$ cat src/rtl/fb_read_arbiter_if.sv
// Read-port bundle shared by the driver, the animator and the framebuffer.
// The slave side is the arbiter; the master side is whatever drives requests
// and models the framebuffer.
interface fb_read_arbiter_if #(
  parameter int unsigned c_addr_w = 10,
  parameter int unsigned c_bpc    = 12
);
  logic                i_drv_req;
  logic [c_addr_w-1:0] i_drv_addr;
  logic                o_drv_gnt;
  logic                o_drv_valid;
  logic [c_bpc-1:0]    o_drv_data;

  logic                i_ani_req;
  logic [c_addr_w-1:0] i_ani_addr;
  logic                o_ani_gnt;
  logic                o_ani_valid;
  logic [c_bpc-1:0]    o_ani_data;

  logic [c_addr_w-1:0] o_fb_raddr;
  logic [c_bpc-1:0]    i_fb_rdata;

  modport slave (
    input  i_drv_req, i_drv_addr, i_ani_req, i_ani_addr, i_fb_rdata,
    output o_drv_gnt, o_drv_valid, o_drv_data,
    output o_ani_gnt, o_ani_valid, o_ani_data, o_fb_raddr
  );

  modport master (
    output i_drv_req, i_drv_addr, i_ani_req, i_ani_addr, i_fb_rdata,
    input  o_drv_gnt, o_drv_valid, o_drv_data,
    input  o_ani_gnt, o_ani_valid, o_ani_data, o_fb_raddr
  );
endinterface

$ cat src/rtl/fb_read_arbiter.sv
// Shares the framebuffer's single synchronous read port between the LED driver
// (priority) and the animator, with a starvation guard that forces the animator
// through after c_starve_limit consecutive denials. Returned words are steered
// back to the issuing requester three cycles after the transfer.
module fb_read_arbiter #(
  parameter int unsigned c_ledboards    = 30,
  parameter int unsigned c_bpc          = 12,
  parameter int unsigned c_starve_limit = 8
) (
  input logic              i_clk,
  input logic              i_rst,
  fb_read_arbiter_if.slave bus
);
  localparam int unsigned c_addr_w = $clog2(c_ledboards * 32);
  localparam int unsigned c_cnt_w  = $clog2(c_starve_limit + 1);
  localparam logic [c_cnt_w-1:0] c_cnt_max = c_cnt_w'(c_starve_limit);

  logic [c_cnt_w-1:0]  starve_cnt_q, starve_cnt_d;
  logic [c_addr_w-1:0] fb_raddr_q, fb_raddr_d;
  // Pipeline tag: 1 = animator, 0 = driver.
  logic                s1_valid_q, s1_valid_d, s1_tag_q, s1_tag_d;
  logic                s2_valid_q, s2_valid_d, s2_tag_q, s2_tag_d;
  logic                drv_valid_q, drv_valid_d, ani_valid_q, ani_valid_d;
  logic [c_bpc-1:0]    drv_data_q, drv_data_d, ani_data_q, ani_data_d;

  logic ani_force, drv_gnt, ani_gnt;

  // Grant decision: driver first unless the animator has waited long enough.
  always_comb begin
    ani_force = bus.i_ani_req && (starve_cnt_q == c_cnt_max);
    drv_gnt   = !i_rst && bus.i_drv_req && !ani_force;
    ani_gnt   = !i_rst && bus.i_ani_req && (ani_force || !bus.i_drv_req);
  end

  // Starvation counter, saturating; cleared when the animator is idle or served.
  always_comb begin
    starve_cnt_d = starve_cnt_q;
    if (!bus.i_ani_req || ani_gnt) begin
      starve_cnt_d = '0;
    end else if (starve_cnt_q != c_cnt_max) begin
      starve_cnt_d = starve_cnt_q + c_cnt_w'(1);
    end
  end

  // Issue the winning address and push a tagged slot (or a bubble) into the pipe.
  always_comb begin
    fb_raddr_d = fb_raddr_q;
    if (drv_gnt) begin
      fb_raddr_d = bus.i_drv_addr;
    end else if (ani_gnt) begin
      fb_raddr_d = bus.i_ani_addr;
    end
    s1_valid_d = drv_gnt || ani_gnt;
    s1_tag_d   = ani_gnt;
    s2_valid_d = s1_valid_q;
    s2_tag_d   = s1_tag_q;
  end

  // Return: framebuffer data lines up with stage 2; capture it for the tagged owner.
  always_comb begin
    drv_valid_d = s2_valid_q && !s2_tag_q;
    ani_valid_d = s2_valid_q && s2_tag_q;
    drv_data_d  = drv_valid_d ? bus.i_fb_rdata : drv_data_q;
    ani_data_d  = ani_valid_d ? bus.i_fb_rdata : ani_data_q;
  end

  // State registers; reset discards anything in flight.
  always_ff @(posedge i_clk or posedge i_rst) begin
    if (i_rst) begin
      starve_cnt_q <= '0;
      fb_raddr_q   <= '0;
      s1_valid_q   <= 1'b0;
      s1_tag_q     <= 1'b0;
      s2_valid_q   <= 1'b0;
      s2_tag_q     <= 1'b0;
      drv_valid_q  <= 1'b0;
      ani_valid_q  <= 1'b0;
      drv_data_q   <= '0;
      ani_data_q   <= '0;
    end else begin
      starve_cnt_q <= starve_cnt_d;
      fb_raddr_q   <= fb_raddr_d;
      s1_valid_q   <= s1_valid_d;
      s1_tag_q     <= s1_tag_d;
      s2_valid_q   <= s2_valid_d;
      s2_tag_q     <= s2_tag_d;
      drv_valid_q  <= drv_valid_d;
      ani_valid_q  <= ani_valid_d;
      drv_data_q   <= drv_data_d;
      ani_data_q   <= ani_data_d;
    end
  end

  assign bus.o_drv_gnt   = drv_gnt;
  assign bus.o_ani_gnt   = ani_gnt;
  assign bus.o_fb_raddr  = fb_raddr_q;
  assign bus.o_drv_valid = drv_valid_q;
  assign bus.o_drv_data  = drv_data_q;
  assign bus.o_ani_valid = ani_valid_q;
  assign bus.o_ani_data  = ani_data_q;
endmodule

$ cat src/flat_wrapper.sv
// flat-port wrapper written by rule: the top's interface ports become plain ports
module fb_read_arbiter_flat 
#(
  parameter int unsigned c_ledboards    = 30,
  parameter int unsigned c_bpc          = 12,
  parameter int unsigned c_starve_limit = 8
)
  (i_clk, i_rst, bus_i_drv_req, bus_i_drv_addr, bus_i_ani_req, bus_i_ani_addr, bus_i_fb_rdata, bus_o_drv_gnt, bus_o_drv_valid, bus_o_drv_data, bus_o_ani_gnt, bus_o_ani_valid, bus_o_ani_data, bus_o_fb_raddr);
  fb_read_arbiter_if #(.c_addr_w(10), .c_bpc(c_bpc)) bus_i ();
  input logic i_clk;
  input logic i_rst;
  input wire logic [$bits(bus_i.i_drv_req)-1:0] bus_i_drv_req;
  input wire logic [$bits(bus_i.i_drv_addr)-1:0] bus_i_drv_addr;
  input wire logic [$bits(bus_i.i_ani_req)-1:0] bus_i_ani_req;
  input wire logic [$bits(bus_i.i_ani_addr)-1:0] bus_i_ani_addr;
  input wire logic [$bits(bus_i.i_fb_rdata)-1:0] bus_i_fb_rdata;
  output wire logic [$bits(bus_i.o_drv_gnt)-1:0] bus_o_drv_gnt;
  output wire logic [$bits(bus_i.o_drv_valid)-1:0] bus_o_drv_valid;
  output wire logic [$bits(bus_i.o_drv_data)-1:0] bus_o_drv_data;
  output wire logic [$bits(bus_i.o_ani_gnt)-1:0] bus_o_ani_gnt;
  output wire logic [$bits(bus_i.o_ani_valid)-1:0] bus_o_ani_valid;
  output wire logic [$bits(bus_i.o_ani_data)-1:0] bus_o_ani_data;
  output wire logic [$bits(bus_i.o_fb_raddr)-1:0] bus_o_fb_raddr;
  assign bus_i.i_drv_req = bus_i_drv_req;
  assign bus_i.i_drv_addr = bus_i_drv_addr;
  assign bus_i.i_ani_req = bus_i_ani_req;
  assign bus_i.i_ani_addr = bus_i_ani_addr;
  assign bus_i.i_fb_rdata = bus_i_fb_rdata;
  assign bus_o_drv_gnt = bus_i.o_drv_gnt;
  assign bus_o_drv_valid = bus_i.o_drv_valid;
  assign bus_o_drv_data = bus_i.o_drv_data;
  assign bus_o_ani_gnt = bus_i.o_ani_gnt;
  assign bus_o_ani_valid = bus_i.o_ani_valid;
  assign bus_o_ani_data = bus_i.o_ani_data;
  assign bus_o_fb_raddr = bus_i.o_fb_raddr;
  fb_read_arbiter #(.c_ledboards(c_ledboards), .c_bpc(c_bpc), .c_starve_limit(c_starve_limit)) u_core (.i_clk(i_clk), .i_rst(i_rst), .bus(bus_i));
endmodule
$ cat config.mk
export PLATFORM = sky130hd
export DESIGN_NAME = fb_read_arbiter_flat
export DESIGN_NICKNAME = d
export VERILOG_FILES = /design/src/rtl/fb_read_arbiter_if.sv /design/src/rtl/fb_read_arbiter.sv /design/src/flat_wrapper.sv
export SDC_FILE = /design/constraint.sdc
export NUM_CORES = 1
export LEC_CHECK = 0
export ABC_CLOCK_PERIOD_IN_PS = 2720
export CAP_MARGIN = 5
export CORE_MARGIN = 2
export CORE_UTILIZATION = 43
export CTS_BUF_LIST = sky130_fd_sc_hd__clkbuf_8
export CTS_CLUSTER_DIAMETER = 200
export DETAILED_ROUTE_END_ITERATION = 12
export PLACE_DENSITY = 0.81
export SLEW_MARGIN = 20
export SYNTH_ARGS = -nofsm -noshare
export SYNTH_HDL_FRONTEND = slang
export SYNTH_SLANG_ARGS = --single-unit
$ cat constraint.sdc
create_clock -name i_clk -period 2.72 [get_ports i_clk]
set_clock_uncertainty 0.15 [all_clocks]
set_input_delay 0.544 -clock i_clk [delete_from_list [all_inputs] [get_ports i_clk]]
set_output_delay 0.544 -clock i_clk [all_outputs]
set_load 0.005 [all_outputs]
Yosys cells after proc, flatten, opt, wreduce, memory -nomap -nowiden
Index checks and enable logic that the tools add are counted.
- input bits: 36
- register bits: 44
- output and inout bits: 38
- add/subtract/negate cells: 1
- eq/ne operators: 2
- reductions and logical operators: 17
- multiplexer cells: 4
- operators with widths (kind ; count):
    10-bit two-way mux ; 2
    4-bit two-way mux ; 2
    1-bit logical AND ; 7
    1-bit zero test ; 5
    4-bit by 1-bit adder with 4-bit output, second input constant ; 1
    4-bit == test, second input constant ; 1
    4-bit inequality test, second input constant ; 1
    2-bit nonzero test ; 2
    1-bit logical OR ; 3

Depth between registers and ports, before layout
Gate-level depths: netlist of run 1.
- depth after elaboration: 6
- mapped depth: 6
- mapped depth without buffers: 5

Worst setup path before layout of run 1
OpenSTA, ideal clock, no wires.
- kind: in2out
- start: input port i_rst
- end: output port bus_o_drv_gnt
- arrival time: 1.918 ns
- cell stages on the path: 3
- slack: 0.108 ns
- cells stage by stage: inv_1 > o211a_1 > buf_6
- word-level cells in the longest chain between the ends: 3
- RTL lines (element ; line ; RTL):
    from (decl) ; flat_wrapper.sv:11 ; input logic i_rst;
    1-bit zero test ; fb_read_arbiter.sv:31 ; drv_gnt = !i_rst && bus.i_drv_req && !ani_force;
    1-bit logical AND (2 in a row) ; fb_read_arbiter.sv:31 ;
    to (decl) ; flat_wrapper.sv:17 ; output wire logic [$bits(bus_i.o_drv_gnt)-1:0] bus_o_drv_gnt;
No other way between the ends.

Worst setup path after layout of run 1
- start: input port bus_i_ani_req
- end: output port bus_o_drv_gnt
- word-level cells in the longest chain between the ends: 3
- RTL lines (element ; line ; RTL):
    from (decl) ; flat_wrapper.sv:14 ; input wire logic [$bits(bus_i.i_ani_req)-1:0] bus_i_ani_req;
    1-bit logical AND ; fb_read_arbiter.sv:30 ; ani_force = bus.i_ani_req && (starve_cnt_q == c_cnt_max);
    1-bit zero test ; fb_read_arbiter.sv:31 ;
    1-bit logical AND ; fb_read_arbiter.sv:31 ;
No other way between the ends.

==> results.toml, run 1 <==
[finish]
area_delta_synth_final_pct = 53.2
nets = 239
drive_gt1_share_pct = 20.3
diodes = 0
multi_input_area_um2 = 598
stdcell_count = 252
stdcell_area_um2 = 2670
register_area_um2 = 1100
n_fill_cell = 270

[die]
die_h_um = 67.7
die_x_um = 67.7
row_count = 23
initial_core_util_pct = 44.3
core_area_um2 = 3940
io-pin-count = 74
die_area_um2 = 4580

[sta]
slew_violations = 0
fmax_ghz = 0.380
fin_hold_ws_ns = 0.203
fin_crit_sh_pct = 96.8
setup_violations = 0
tightest_slew_ns = 0.648
timing.final.crit_period_ns = 2.63
rsz0062_at_grt = "false"
hold_viol_final = 0
setup_tns_ns = 0
slew_headroom_pct = 56.7

[yosys]
yosysUniqueCellTypes = 26
synth_edf_count = 0
synth_area_leader_cell = "dfrtp_1"
ys_ff_latch = 44
syn_nets = 158
synth-simple-area-share_pct = 6.95
synth_flop_cell = "dfrtp_1"
async_flop_share_pct = 100
synth_top_family_by_area = "multiplexers"
syn_area_um2 = 1750
synthAdderAreaFrac_pct = 1.43
synthTopCellsByCount = "dfrtp_1 (44), mux2_2 (24), and2_1 (10)"
yosysWarnings = 0
synth_compound_area_share_pct = 8.67
synth_area_leaders = "dfrtp_1 (63%), mux2_2 (15%), a221o_1 (5.2%), and2_1 (3.6%), ha_1 (1.4%)"
yosysMostFrequentCell = "dfrtp_1"
muxShareOfSynthArea_pct = 15.5
ys_seq_area_share_pct = 63.1
syn_inst = 120
synth_top_area_share_pct = 63.1
synth_xor_xnor_area_share_pct = 1.00
avgSynthCellArea_um2 = 14.5

[run]
drv_cap = 0

[power]
ir_worst_vdd_v = 0.000361
p_per_area_nw_per_um2 = 630
power.total_uw = 1680
leakage_uw = 0.00118

[route]
routed_wl_um = 3880
drt_iter0_markers = 35
first_pass_iters = 4
route.detailed.drc = 0
ant_nets = 0
wire_per_inst_um = 15.4
dr_total_vias = 1270
vias_per_cell = 5.04

[setup_path]
path_common_cell = "clkdlybuf4s50_1"
worst_ep_required_time_ns = 2.03
max_stage_delay_ns = 0.49
criticalPathCategory = "in -> out"
crit_path_top_delay_cell = "clkdlybuf4s50_1"
rr_worst_depth = 6
critPathBufInv = 4
r2r_slack_ns = 0.81
cpLargestDelayFamily = "buffers and inverters"
critPathLaunch = "bus_i_ani_req"
worst_setup_path_end_kind = "output pin"
critPathMaxFanout = 4
cp_cell_sequence = "clkdlybuf4s50_1, inv_2, buf_4, o211a_1, clkdlybuf4s50_1"
worstSetupStartpointType = "primary input"
cp.depth = 5
crit_arrival_ns = 1.94
cp-endpoint = "bus_o_drv_gnt"
rr_endpoint = "u_core.bus.o_fb_raddr[8]"
r2r-start = "u_core.starve_cnt_q[1]"

[clock_network]
cts_tree = "yes"
cts_sinks = 44
insertion_delay_ns = 0.29
clock_path_buffers = 2
cts_hold_buf = 0
cts.clk_slew.worst_paths_ns = 0.08
clockRootBuffer = "clkbuf_8"
htreeDepth = 2
postCtsSetupRepairBufs = 0
cts_buffers = 5

[global_routing]
track_usage_pct = 18.9
grt_overflow = 0
grt_max_degree = 45
antenna_found_initial = 0
grt_pass1_wl_um = 6220
grt_pass1_vias = 1362

[place]
portBuffers = 73
dp_hpwl_um = 2840
dp_cells = 244
placed_area_um2 = 2550
gp_congestion = 0.720

[run_status]
status = "finished clean"

[worst_hold_path]
hold_path_class = "reg -> reg"
power by group:
group          internal [uW]  switching (uW)
Clock                    269             204
Combinational            286             122
Sequential               751            51.2
how the worst min path moves through the flow:
stage	start	end	slack, ns	depth (start not counted)
2_1_floorplan	u_core.s1_tag_q	u_core.s2_tag_q	0.18	0
3_3_place_gp	u_core.s1_tag_q	u_core.s2_tag_q	0.18	0
3_5_place_dp	u_core.s1_tag_q	u_core.s2_tag_q	0.19	0
4_1_cts	u_core.s1_tag_q	u_core.s2_tag_q	0.21	0
5_1_grt	u_core.s1_tag_q	u_core.s2_tag_q	0.22	0
6_report	u_core.s1_tag_q	u_core.s2_tag_q	0.20	0
cell type report:
| cell class | count | share of cell area (%) |
|---|---|---|
| Sequential cell | 44 | 41.2 |
| Multi-Input combinational cell | 64 | 22.4 |
| Timing Repair Buffer | 79 | 29.1 |
| Clock buffer | 5 | 2.57 |
| Tap cell | 50 | 2.34 |
| Clock inverter | 3 | 1.45 |
| Inverter | 7 | 0.983 |
metal layers:
layer | part of all wire, % | routed length [um] | up-vias | GRT usage (%)
met5 | 0 | 0 | - | 0
met1 | 41 | 1580 | 620 | 21.3
li1 | - | - | 588 | -
met2 | 50 | 1950 | 58 | 33.6
met4 | 0.93 | 36 | 0 | 6.12
met3 | 8.1 | 313 | 4 | 6.00
flip-flops by register name (all words and copies together), names as in the netlist:
signal / count
u_core.bus.o_ani_data: 12
u_core.bus.o_drv_data: 12
u_core.bus.o_fb_raddr: 10
u_core.starve_cnt_q: 4
u_core.bus.o_ani_valid: 1
u_core.bus.o_drv_valid: 1
u_core.s1_tag_q: 1
u_core.s1_valid_q: 1
u_core.s2_tag_q: 1
u_core.s2_valid_q: 1
worst reg2reg max path: stages, from the launching register on:
cell,delay [ns]
dfrtp_1,0.43
inv_1,0.09
ha_1,0.20
nand3b_4,0.13
o211a_1,0.26
buf_4,0.18
a221o_2,0.38
metrics by stage:
stage / setup slack (ns) / utilization (%)
finish: 0.0864 / 67.8
CTS: 0.0388 / 67.6
global placement: 0.0718 / 64.7
detailed placement: 0.0440 / 64.7
global route: 0.0444 / 67.8
floorplan: 0.108 / -
kinds of logic after synthesis:
kind of cell	after synthesis
xor+xnor	2
buf+inv	12
compound gates	17
simple gates	19
flops	44
fa+ha+maj	2
mux	24
timing repair:
action | CTS | global route
setup endpoints to repair | 1 | 1
gates cloned | 0 | 0
resized for setup | 1 | 2
layout by cell type, fill, tap and decap left out:
master           count
xnor2_1              1
o21bai_1             1
o32ai_1              1
dfrtp_1             44
nand2_1              2
a211oi_4             1
a221o_1              9
xor2_1               1
nor3_1               2
and2_1              10
o21ai_0              1
ha_1                 2
inv_2                1
nand3b_4             1
inv_1                6
clkinv_2             1
nand2b_1             1
a221o_2              1
bufinv_16            1
a21oi_1              1
o22ai_1              1
clkdlybuf4s50_1     72
buf_4                6
nand3_1              3
mux2_2              24
clkinv_1             1
dlymetal6s2s_1       1
clkbuf_8             5
o211a_1              1
No activity file was read; power rests on OpenSTA's default activity.
==> run 2: changes to the inputs <==
--- a/config.mk
+++ b/config.mk
@@ -5,14 +5,16 @@
 export SDC_FILE = /design/constraint.sdc
 export NUM_CORES = 1
 export LEC_CHECK = 0
-export ABC_CLOCK_PERIOD_IN_PS = 2720
+export ABC_CLOCK_PERIOD_IN_PS = 2900
 export CAP_MARGIN = 5
+export CELL_PAD_IN_SITES_DETAIL_PLACEMENT = 1
+export CELL_PAD_IN_SITES_GLOBAL_PLACEMENT = 1
 export CORE_MARGIN = 2
-export CORE_UTILIZATION = 43
+export CORE_UTILIZATION = 34
 export CTS_BUF_LIST = sky130_fd_sc_hd__clkbuf_8
 export CTS_CLUSTER_DIAMETER = 200
 export DETAILED_ROUTE_END_ITERATION = 12
-export PLACE_DENSITY = 0.81
+export PLACE_DENSITY_LB_ADDON = 0.1
 export SLEW_MARGIN = 20
 export SYNTH_ARGS = -nofsm -noshare
 export SYNTH_HDL_FRONTEND = slang
==> constraint.sdc (replaced) <==
create_clock -name i_clk -period 2.9 [get_ports i_clk]
set_clock_uncertainty 0.15 [all_clocks]
set_input_delay 0.58 -clock i_clk [delete_from_list [all_inputs] [get_ports i_clk]]
set_output_delay 0.58 -clock i_clk [all_outputs]
set_load 0.005 [all_outputs]
==> run 2 against run 1 <==
Effect of this change: core utilization down 15 points; cell area down 0.23%; total power down 9.3%; clock power down 17%; worst setup slack better by 0.13 ns; die area up 25%; count of clock-buffer cells in the layout up 1; sequential share of layout area up 0.096 points; non-clock buffer count down 1; cell count up 7.5%; combinational power down 5.9%; highest routed layer unchanged.
==> results.toml, run 2 (synthesis results as in run 1) <==
[run_status]
status = "finished clean"

[setup_path]
r2r-start = "u_core.starve_cnt_q[0]"
critPathMaxFanout = 6
worst_ep_required_time_ns = 2.17
crit_path_top_delay_cell = "clkdlybuf4s50_1"
rr_endpoint = "u_core.bus.o_fb_raddr[8]"
rr_worst_depth = 6
critPathLaunch = "u_core.starve_cnt_q[0]"
crit_arrival_ns = 1.96
criticalPathCategory = "reg -> out"
r2r_slack_ns = 1.00
cpLargestDelayFamily = "buffers and inverters"
worst_setup_path_end_kind = "output pin"
worstSetupStartpointType = "flip-flop"
max_stage_delay_ns = 0.56
critPathBufInv = 2
cp_cell_sequence = "inv_1, ha_1, nand3b_4, a211oi_2, clkdlybuf4s50_1"

[worst_hold_path]
hold_path_class = "reg -> reg"
hold_depth = 0
min_to = "u_core.s2_valid_q"
hold_start = "u_core.s1_valid_q"

[route]
vias_per_cell = 4.75
first_pass_iters = 4
drt_iter0_markers = 45
route.detailed.drc = 0
ant_nets = 0
routed_wl_um = 4260
dr_total_vias = 1288
wire_per_inst_um = 15.7

[clock_network]
clock_path_buffers = 2
cts.clk_slew.worst_paths_ns = 0.08
postCtsSetupRepairBufs = 0
cts_tree = "yes"
htreeDepth = 2
clockRootBuffer = "clkbuf_8"
ctsResizeCount = 0
cts_sinks = 44
cts_buffers = 5
cts_hold_buf = 0
insertion_delay_ns = 0.29

[die]
initial_core_util_pct = 34.6
die_area_um2 = 5720
io-pin-count = 74
die_h_um = 75.7
row_count = 26
core_area_um2 = 5040
die_x_um = 75.7

[place]
portBuffers = 73
dp_cells = 263
gp_congestion = 0.766
placed_area_um2 = 2570
dp_hpwl_um = 3250

[sta]
setup_violations = 0
fin_crit_sh_pct = 92.6
hold_viol_final = 0
setup_tns_ns = 0
rsz0062_at_grt = "false"
slew_violations = 0
fin_hold_ws_ns = 0.210
timing.final.crit_period_ns = 2.69
tightest_slew_ns = 0.672
slew_headroom_pct = 55.2
fmax_ghz = 0.372

[finish]
multi_input_area_um2 = 591
n_fill_cell = 512
stdcell_area_um2 = 2670
nets = 238
drive_gt1_share_pct = 20.4
stdcell_count = 271
area_delta_synth_final_pct = 52.8
mostFrequentLayoutCells = "clkdlybuf4s50_1 (73), dfrtp_1 (44), mux2_2 (24)"
diodes = 0
register_area_um2 = 1100
final_common_cell = "clkdlybuf4s50_1"

[run]
drv_cap = 0

[global_routing]
grt_overflow = 0
track_usage_pct = 15.8
grt_pass1_vias = 1417
grt_pass1_wl_um = 6580
antenna_found_initial = 0
grt_max_degree = 45

[power]
p_per_area_nw_per_um2 = 572
leakage_uw = 0.00115
power.total_uw = 1530
ir_worst_vdd_v = 0.000201
-- run 2: final cells by class --
cell class	instances	share of cell area (%)
multi-input cells	64	22.1
flip-flops and latches	44	41.3
well taps	70	3.28
clock buffers	6	3.10
inverters	7	0.985
clock inverters	2	0.422
repair buffers	78	28.8
-- run 2: worst max path at each step --
stage                          to  slack [ns]  cells after the start
floorplan           bus_o_drv_gnt        0.22                      3
global placement    bus_o_ani_gnt        0.12                      4
detailed placement  bus_o_ani_gnt        0.12                      4
CTS                 bus_o_ani_gnt        0.07                      5
global route        bus_o_ani_gnt        0.11                      5
finish              bus_o_ani_gnt        0.21                      5
-- run 2: worst reg2reg max path, cell delays in order, from the launching register on --
cell      delay (ns)
dfrtp_1         0.44
inv_1           0.08
ha_1            0.18
nand3b_4        0.12
o211a_1         0.25
buf_4           0.18
a221o_2         0.39
-- run 2: report_power, final --
group | switching, uW | total, uW | internal [uW] | leakage [uW]
registers | 47.7 | 752 | 704 | 0.000535
clock network | 201 | 391 | 190 | 0.0000486
logic | 116 | 384 | 268 | 0.000567
total | 365 | 1530 | 1160 | 0.00115
-- run 2: metal layers --
metal	wire [um]	vias up	track usage (%)
met5	0	-	0
met4	52	0	5.26
met3	412	6	6.61
met2	2220	54	28.3
met1	1570	640	16.8
li1	-	588	-
-- run 2: metrics by stage --
step	utilization [%]	setup WS (ns)
floorplan	-	0.216
global placement	50.9	0.124
detailed placement	50.9	0.115
CTS	52.8	0.0690
global route	52.9	0.111
finish	52.9	0.214
==> variant (config.mk and constraints of run 1) <==
`c_bpc` is set to 12 in 3 places; all go to 13.
--- a/src/rtl/fb_read_arbiter_if.sv
+++ b/src/rtl/fb_read_arbiter_if.sv
@@ -3,7 +3,7 @@
 // and models the framebuffer.
 interface fb_read_arbiter_if #(
   parameter int unsigned c_addr_w = 10,
-  parameter int unsigned c_bpc    = 12
+  parameter int unsigned c_bpc    = 13
 );
   logic                i_drv_req;
   logic [c_addr_w-1:0] i_drv_addr;
--- a/src/rtl/fb_read_arbiter.sv
+++ b/src/rtl/fb_read_arbiter.sv
@@ -4,7 +4,7 @@
 // back to the issuing requester three cycles after the transfer.
 module fb_read_arbiter #(
   parameter int unsigned c_ledboards    = 30,
-  parameter int unsigned c_bpc          = 12,
+  parameter int unsigned c_bpc          = 13,
   parameter int unsigned c_starve_limit = 8
 ) (
   input logic              i_clk,
--- a/src/flat_wrapper.sv
+++ b/src/flat_wrapper.sv
@@ -2,7 +2,7 @@
 module fb_read_arbiter_flat 
 #(
   parameter int unsigned c_ledboards    = 30,
-  parameter int unsigned c_bpc          = 12,
+  parameter int unsigned c_bpc          = 13,
   parameter int unsigned c_starve_limit = 8
 )
   (i_clk, i_rst, bus_i_drv_req, bus_i_drv_addr, bus_i_ani_req, bus_i_ani_addr, bus_i_fb_rdata, bus_o_drv_gnt, bus_o_drv_valid, bus_o_drv_data, bus_o_ani_gnt, bus_o_ani_valid, bus_o_ani_data, bus_o_fb_raddr);
Ports: changed (resized bus_i_fb_rdata, bus_o_ani_data and bus_o_drv_data); port bits go from 74 to 77. No check against the original RTL was run, so the function may have changed too.
==> variant against run 1 <==
Cell area is 2.9% higher. Via count rose by 3.5%. Power grew 3.6%. Global-route usage is 1.0 points lower. Routed wire length rose by 3.9%. Count of clock-buffer cells in the layout is the same. First-iteration DRC count rose by 5.7%. Synthesized area is 4.2% higher. Sequential cell count grew 2. Non-clock buffer count increased by 1. Hold slack gained 0.016 ns. Worst setup slack better by 0.045 ns. Critical path depth unchanged. Largest power group unchanged.
==> variant: results (changes against run 1) <==
Synthesis
  • Seq/Total Area, Yosys: 63.3% (was 63.1%)
  • Synth cell count leaders: dfrtp_1, mux2_2, and2_1 (unchanged)
  • Syn Area/Cell: 14.7 sq um (was 14.5 sq um)
  • Ranking of synthesized cells by area: dfrtp_1, mux2_2, a221o_1, and2_1, ha_1 (unchanged)
  • Post-Syn Nets: 163 (was 158)

Clocking
  • Cts repair resizes: 0 (was 1)
  • CTS sink count: 46 (was 44)

Detailed routing
  • Met3 WL: 334 um (was 313 um)
  • Metal2 WL: 2050 um (was 1950 um)
  • Total Routed Length: 4040 um (was 3880 um)
  • M1 WL: 1610 um (was 1580 um)
  • 1st-iter DRT viols: 37 (was 35)
  • Vias: 1,315 (was 1,270)

Place
  • GPL Wtd Cong: 0.742 (was 0.720)
  • Hpwl dp: 2980 um (was 2840 um)
  • Port Buffer Count: 76 (was 73)
  • Dpl cells: 249 (was 244)
  • Place WS: 0.0637 ns (was 0.0440 ns)

Finish
  • Buffers, non-clock: 80 (was 79)
  • Final-stage net count: 245 (was 239)
  • Clock network area share: 3.87% (was 4.02%)
  • Non-Clock Buffer Area Fraction: 28.8% (was 29.1%)
  • Share of layout cells above drive strength 1: 19.8% (was 20.3%)
  • Finished Layout Cells: 257 (was 252)
  • Multi-input gates: 66 (was 64)
  • Seq/total area: 41.9% (was 41.2%)

Global routing
  • Pin count of the biggest net entering global routing: 47 (was 45)
  • Number of global-route vias before repair: 1,428 (was 1,362)

Power and ir drop
  • P_leak: 1.20 nW (was 1.18 nW)
  • Max rail drop VDD: 0.376 mV (was 0.361 mV)
  • Pwr dens: 634 nW/um^2 (was 630 nW/um^2)
  • Net Sw Frac: 22.4% (about the same)
  • Net Sw Power: 0.390 mW (was 0.378 mW)

Setup path
  • Max FO, Critical Path: 6 (was 4)
  • Critical Path AT: 1.89 ns (was 1.94 ns)
  • CP peak stage delay: 0.55 ns (was 0.49 ns)
  • Critical Path Start: u_core.starve_cnt_q[0] (was bus_i_ani_req)

STA
  • Max transition margin: 54.1% (was 56.7%)

Hold path
  • Hold path startpoint: u_core.s1_tag_q (unchanged)

Run status
  • Outcome: finished, final reports clean (unchanged)
## variant: logic make-up (layout without fill, tap and decap cells)
kind of cell	after synthesis	in the layout	synth area share, %
mux	26	26	16.1
xor+xnor	2	2	0.964
flops	46	46	63.3
compound gates	17	17	8.33
fa+ha+maj	2	2	1.38
simple gates	19	19	6.68
buf+inv	12	95	3.23
## variant: metal layers
layer,up-vias,GRT usage [%]
met5,-,0
li1,602,-
met2,62,30.9
met4,0,4.36
met3,4,7.02
met1,647,20.8
## variant: path summary, 6_finish.rpt
| kind | depth (start not counted) | endpoint | slack, ns |
|---|---|---|---|
| worst max-delay path | 5 | bus_o_ani_gnt | 0.13 |
| worst min-delay path | 0 | u_core.s2_tag_q | 0.22 |
| worst max register to register | 6 | u_core.bus.o_fb_raddr[8] | 0.82 |
| worst min register to register | 0 | u_core.s2_tag_q | 0.22 |
| max in group asynchronous | 3 | u_core.bus.o_ani_data[4] | 1.29 |
| min in group asynchronous | 3 | u_core.bus.o_fb_raddr[4] | 0.76 |
